## src/rtl/axis_px_packer.sv

```systemverilog
// Packs one 8-bit pixel per input beat into 32-bit output words, flushing a
// partial word with matching tkeep on input tlast, and counts completed frames.
module axis_px_packer #(
  parameter int C_AXIS_TDATA_WIDTH = 32,
  parameter int FRAME_CNT_W        = 16
) (
  input  logic                            s00_axis_aclk,
  input  logic                            s00_axis_aresetn,
  input  logic [C_AXIS_TDATA_WIDTH-1:0]   s00_axis_tdata,
  input  logic                            s00_axis_tvalid,
  output logic                            s00_axis_tready,
  input  logic                            s00_axis_tlast,
  output logic [C_AXIS_TDATA_WIDTH-1:0]   m00_axis_tdata,
  output logic [C_AXIS_TDATA_WIDTH/8-1:0] m00_axis_tkeep,
  output logic                            m00_axis_tvalid,
  input  logic                            m00_axis_tready,
  output logic                            m00_axis_tlast,
  output logic [FRAME_CNT_W-1:0]          frames_done
);

  // Handshake: a beat moves on either side only in a cycle where valid and
  // ready are both high; valid never waits for ready, and a held output word
  // (data, keep, last) is frozen until it is taken.

  logic [23:0]                   store_q, store_d;
  logic [1:0]                    byte_cnt_q, byte_cnt_d;
  logic [C_AXIS_TDATA_WIDTH-1:0] out_data_q, out_data_d;
  logic [3:0]                    out_keep_q, out_keep_d;
  logic                          out_valid_q, out_valid_d;
  logic                          out_last_q, out_last_d;
  logic [FRAME_CNT_W-1:0]        frames_q, frames_d;
  logic                          rst_done_q, rst_done_d;

  logic       s_ready;
  logic       in_xfer;
  logic       out_xfer;
  logic       close_word;
  logic [7:0] pixel;
  logic       unused_upper;

  assign pixel        = s00_axis_tdata[7:0];
  assign unused_upper = &{1'b0, s00_axis_tdata[C_AXIS_TDATA_WIDTH-1:8]};

  // Ready only looks at the output stage, never at the input valid/last.
  assign s_ready    = rst_done_q & (~out_valid_q | m00_axis_tready);
  assign in_xfer    = s00_axis_tvalid & s_ready;
  assign out_xfer   = out_valid_q & m00_axis_tready;
  assign close_word = in_xfer & ((byte_cnt_q == 2'd3) | s00_axis_tlast);

  always_comb begin
    store_d     = store_q;
    byte_cnt_d  = byte_cnt_q;
    out_data_d  = out_data_q;
    out_keep_d  = out_keep_q;
    out_valid_d = out_valid_q;
    out_last_d  = out_last_q;
    frames_d    = frames_q;
    rst_done_d  = 1'b1;

    if (out_xfer) begin
      out_valid_d = 1'b0;
      if (out_last_q) frames_d = frames_q + FRAME_CNT_W'(1);
    end

    if (close_word) begin
      // Store is cleared on every close, so bytes above k are already zero;
      // the case still builds each layout explicitly for clarity.
      case (byte_cnt_q)
        2'd0: begin out_data_d = {24'h0, pixel};                 out_keep_d = 4'h1; end
        2'd1: begin out_data_d = {16'h0, pixel, store_q[7:0]};   out_keep_d = 4'h3; end
        2'd2: begin out_data_d = {8'h0, pixel, store_q[15:0]};   out_keep_d = 4'h7; end
        default: begin out_data_d = {pixel, store_q[23:0]};     out_keep_d = 4'hF; end
      endcase
      out_last_d  = s00_axis_tlast;
      out_valid_d = 1'b1;
      store_d     = 24'h0;
      byte_cnt_d  = 2'd0;
    end else if (in_xfer) begin
      case (byte_cnt_q)
        2'd0:    store_d[7:0]   = pixel;
        2'd1:    store_d[15:8]  = pixel;
        default: store_d[23:16] = pixel;
      endcase
      byte_cnt_d = byte_cnt_q + 2'd1;
    end
  end

  always_ff @(posedge s00_axis_aclk or negedge s00_axis_aresetn) begin
    if (!s00_axis_aresetn) begin
      store_q     <= 24'h0;
      byte_cnt_q  <= 2'd0;
      out_data_q  <= '0;
      out_keep_q  <= 4'h0;
      out_valid_q <= 1'b0;
      out_last_q  <= 1'b0;
      frames_q    <= '0;
      rst_done_q  <= 1'b0;
    end else begin
      store_q     <= store_d;
      byte_cnt_q  <= byte_cnt_d;
      out_data_q  <= out_data_d;
      out_keep_q  <= out_keep_d;
      out_valid_q <= out_valid_d;
      out_last_q  <= out_last_d;
      frames_q    <= frames_d;
      rst_done_q  <= rst_done_d;
    end
  end

  assign s00_axis_tready = s_ready;
  assign m00_axis_tdata  = out_data_q;
  assign m00_axis_tkeep  = out_keep_q;
  assign m00_axis_tvalid = out_valid_q;
  assign m00_axis_tlast  = out_last_q;
  assign frames_done     = frames_q;

endmodule

```

## config.mk

```make
export PLATFORM = sky130hd
export DESIGN_NAME = axis_px_packer
export DESIGN_NICKNAME = d
export VERILOG_FILES = /design/src/rtl/axis_px_packer.sv
export SDC_FILE = /design/constraint.sdc
export NUM_CORES = 1
export LEC_CHECK = 0
export BUFFER_PORTS_ARGS = -buffer_cell sky130_fd_sc_hd__buf_2
export CELL_PAD_IN_SITES_DETAIL_PLACEMENT = 0
export CELL_PAD_IN_SITES_GLOBAL_PLACEMENT = 1
export CORE_ASPECT_RATIO = 1.75
export CORE_MARGIN = 5
export CORE_UTILIZATION = 40
export CTS_CLUSTER_DIAMETER = 150
export DETAILED_ROUTE_END_ITERATION = 10
export PLACE_DENSITY_LB_ADDON = 0.15
export SETUP_SLACK_MARGIN = 0.4
export SYNTH_ARGS = -nofsm -noshare
export SYNTH_HDL_FRONTEND = slang
export SYNTH_SLANG_ARGS = --single-unit
```

## constraint.sdc

```tcl
create_clock -name s00_axis_aclk -period 2.2 [get_ports s00_axis_aclk]
set_input_delay 0.44 -clock s00_axis_aclk [delete_from_list [all_inputs] [get_ports s00_axis_aclk]]
set_output_delay 0.44 -clock s00_axis_aclk [all_outputs]
set_load 0.05 [all_outputs]
```

==> impl_metrics.py <==
metrics = {
    "status": {
        "status": "finished clean",
    },
    "synth": {
        "syn_area_per_cell_um2": 10.88,
        "synth_area_leader_cell": "dfrtp_1",
        "syn_area_um2": 3458,
        "yosys-top-cells-count": "dfrtp_1 (81), nand2_1 (55), o21ai_0 (32)",
        "synth_flop_cell": "dfrtp_1",
        "yosys-top-cells-area": "dfrtp_1 (59%), nand2_1 (6.0%), a22oi_1 (5.2%)",
        "synth_top_area_share_pct": 58.61,
        "ys_seq_area_share_pct": 58.61,
        "yosys_warnings": 0,
        "synth_edf_count": 0,
        "yosysMostFrequentCell": "dfrtp_1",
        "ys_types": 33,
        "ys_ff_latch": 81,
        "synthCells": 318,
        "synthArstFlopShare_pct": 100.0,
        "synth_fp_nets": 361,
    },
    "setup_path": {
        "crit_end": "s00_axis_tready",
        "crit_type": "reg -> out",
        "crit_chain": "nand2b_4 > and2_1 > buf_2",
        "r2r_cells": 5,
        "cp_data_required_time_ns": 1.76,
        "r2r_end": "m00_axis_tdata[4]",
        "critPathMaxStageDelay_ns": 0.43,
        "reg2reg_from": "byte_cnt_q[0]",
        "slowest_stage": "dfrtp_1",
        "reg2reg_slack_ns": 0.48,
        "start_kind": "register",
        "startpoint": "m00_axis_tvalid",
        "worstSetupEndpointType": "output port",
        "crit_arrival_ns": 1.29,
        "path_max_fanout": 6,
    },
    "timing": {
        "maxSlewHeadroom_pct": 59.62,
        "fin_skew_ns": 0.003929,
        "final_max_slew_viol_count": 0,
        "period_needed_ns": 1.734,
        "fin_ws_ns": 0.4664,
        "setup_viol": 0,
        "setup_tns_ns": 0,
        "hold_viol_final": 0,
        "final.period_utilization_pct": 78.80,
        "fin_hold_ws_ns": 0.07756,
        "clock.fmax_ghz": 0.5768,
        "tightestPinTransition_ns": 0.6034,
        "grt_setup_unrepaired": "yes",
    },
    "drt": {
        "drc": 0,
        "first_pass_iters": 4,
        "wl_um": 8585,
        "viasPerCell": 5.062,
        "drt_iter0_markers": 105,
        "ant_nets": 0,
        "wire_per_inst_um": 16.73,
        "vias": 2597,
    },
    "die": {
        "die_h_um": 133.0,
        "start_util_pct": 40.41,
        "die_area_um2": 10680,
        "die_x_um": 80.29,
        "num_rows": 45,
        "pin_count": 92,
        "core_um2": 8558,
    },
    "final_layout": {
        "drive_gt1_share_pct": 27.53,
        "areaGrowthSynthToFinish_pct": 23.15,
        "design_area_um2": 4259,
        "antenna_cells": 0,
        "finalNetCount": 434,
        "stdcell_count": 513,
    },
    "grt": {
        "met3_usage_pct": 3.065,
        "grt_usage_pct": 17.11,
        "antenna_found_initial": 0,
        "busiest_layer": "met2",
        "first_global_vias": 2625,
        "grt_use_met1_pct": 20.66,
        "grt_pass1_wl_um": 13720,
        "grt_max_degree": 40,
        "groute.layer.met2.usage_pct": 29.70,
        "overflow": 0,
    },
    "flow_run": {
        "drv_cap": 0,
    },
    "clock_network": {
        "cts_inserted_buffers": 9,
        "clock_path_buffers": 2,
        "cts.htree.levels": 3,
        "cts_root_buf": "clkbuf_16",
        "clk_latency_ns": 0.33,
        "cts_tree": "done",
        "clk_pin_slew_ns": 0.06,
        "cts_sinks": 81,
    },
    "pwr": {
        "p_leak_nw": 2.123,
        "pwr_density_cell_nw_per_um2": 1150,
        "max-vdd-ir-drop_mv": 0.6821,
    },
    "place": {
        "place.port_buffers": 67,
        "hpwl_um": 6080,
        "finalWeightedCongestion": 0.8139,
        "place_area_um2": 3911,
        "dp_cells": 493,
        "pre_cts_slack_ns": 0.3217,
    },
    "hold_path": {
        "min_path_type": "in -> async",
    },
}
-- where the power goes --
| part | total, mW | switching [mW] | internal, mW | leakage, nW |
|---|---|---|---|---|
| combinational | 1.55 | 1.14 | 0.412 | 0.905 |
| sequential | 1.96 | 0.188 | 1.77 | 1.08 |
| clock | 1.39 | 0.565 | 0.821 | 0.139 |
| total | 4.90 | 1.89 | 3.00 | 2.12 |
-- state kept, by name, summed over array words and instances, names as in the netlist --
register	flops
store_q	24
byte_cnt_q	2
m00_axis_tkeep	4
rst_done_q	1
m00_axis_tdata	32
m00_axis_tvalid	1
m00_axis_tlast	1
frames_done	16
-- worst min path at each step --
stage | from | end | slack [ns] | cells past startpoint
2_1_floorplan | s00_axis_aresetn | byte_cnt_q[0] | 0.14 | 0
3_3_place_gp | s00_axis_aresetn | frames_done[3] | 0.44 | 1
3_5_place_dp | s00_axis_aresetn | frames_done[3] | 0.45 | 1
4_1_cts | s00_axis_aresetn | m00_axis_tdata[31] | 0.09 | 1
5_1_grt | s00_axis_aresetn | frames_done[0] | 0.12 | 1
6_report | s00_axis_aresetn | frames_done[0] | 0.08 | 1
-- through the flow --
stage	total power, mW	util [%]
after global placement	3.497	45.70
after global routing	5.136	49.77
after detailed placement	3.517	45.70
after floorplan	3.081	-
final	4.896	49.77
after CTS	4.937	49.18
-- worst max-delay path, delay by kind of cell, from the launching register on --
family	cells	cell delay, ns
flops	1	0.43
simple gates	2	0.28
buf+inv	1	0.26
-- cell type report --
type,instances,area (um^2)
Clock buffer,13,260.3
Clock inverter,3,15.01
Fill cell,860,4299
Inverter,3,11.26
Multi-Input combinational cell,217,1368
Sequential cell,81,2027
Tap cell,117,146.4
Timing Repair Buffer,79,431.7
-- routing by layer --
| metal | up-vias | wire length (um) |
|---|---|---|
| li1 | 1265 | - |
| met1 | 1269 | 3545 |
| met2 | 53 | 4611 |
| met3 | 10 | 284 |
| met4 | 0 | 144 |
| met5 | - | 0 |
-- logic make-up (layout without fill, tap and decap cells) --
family | count (synthesis) | count (layout) | synth area share [%]
simple gates | 106 | 106 | 15.05
compound gates | 84 | 84 | 15.74
flops | 81 | 81 | 58.61
buf+inv | 20 | 98 | 2.967
xor+xnor | 15 | 15 | 3.799
fa+ha+maj | 6 | 6 | 2.171
mux | 5 | 5 | 1.556
other cells | 1 | 1 | 0.1084
-- placed cells by master (no fill, tap or decap), types with 2 or more instances in the layout --
master,n
a21oi_1,6
a22o_1,17
a22oi_1,22
a22oi_2,2
and2_4,2
and3_1,4
and4_1,3
buf_2,66
buf_4,12
clkbuf_1,2
clkbuf_16,9
clkbuf_8,2
clkinv_2,3
dfrtp_1,81
ha_1,6
inv_1,3
mux2_2,2
mux2i_1,2
nand2_1,54
nand3_1,13
nand4_1,5
nor2_1,11
nor2b_1,2
nor2b_2,3
o21ai_0,32
o21ai_1,4
xnor2_1,6
xor2_1,9
-- repair_timing --
| action | 4_1_cts | 5_1_grt |
|---|---|---|
| endpoints found under the setup margin | 10 | 48 |
| pin swaps | 0 | 2 |
| cloned | 0 | 0 |
| buffers inserted | 0 | 4 |
| hold buffers | 0 | 0 |
| gates resized for setup | 4 | 7 |
(Power assumes the default switching activity.)
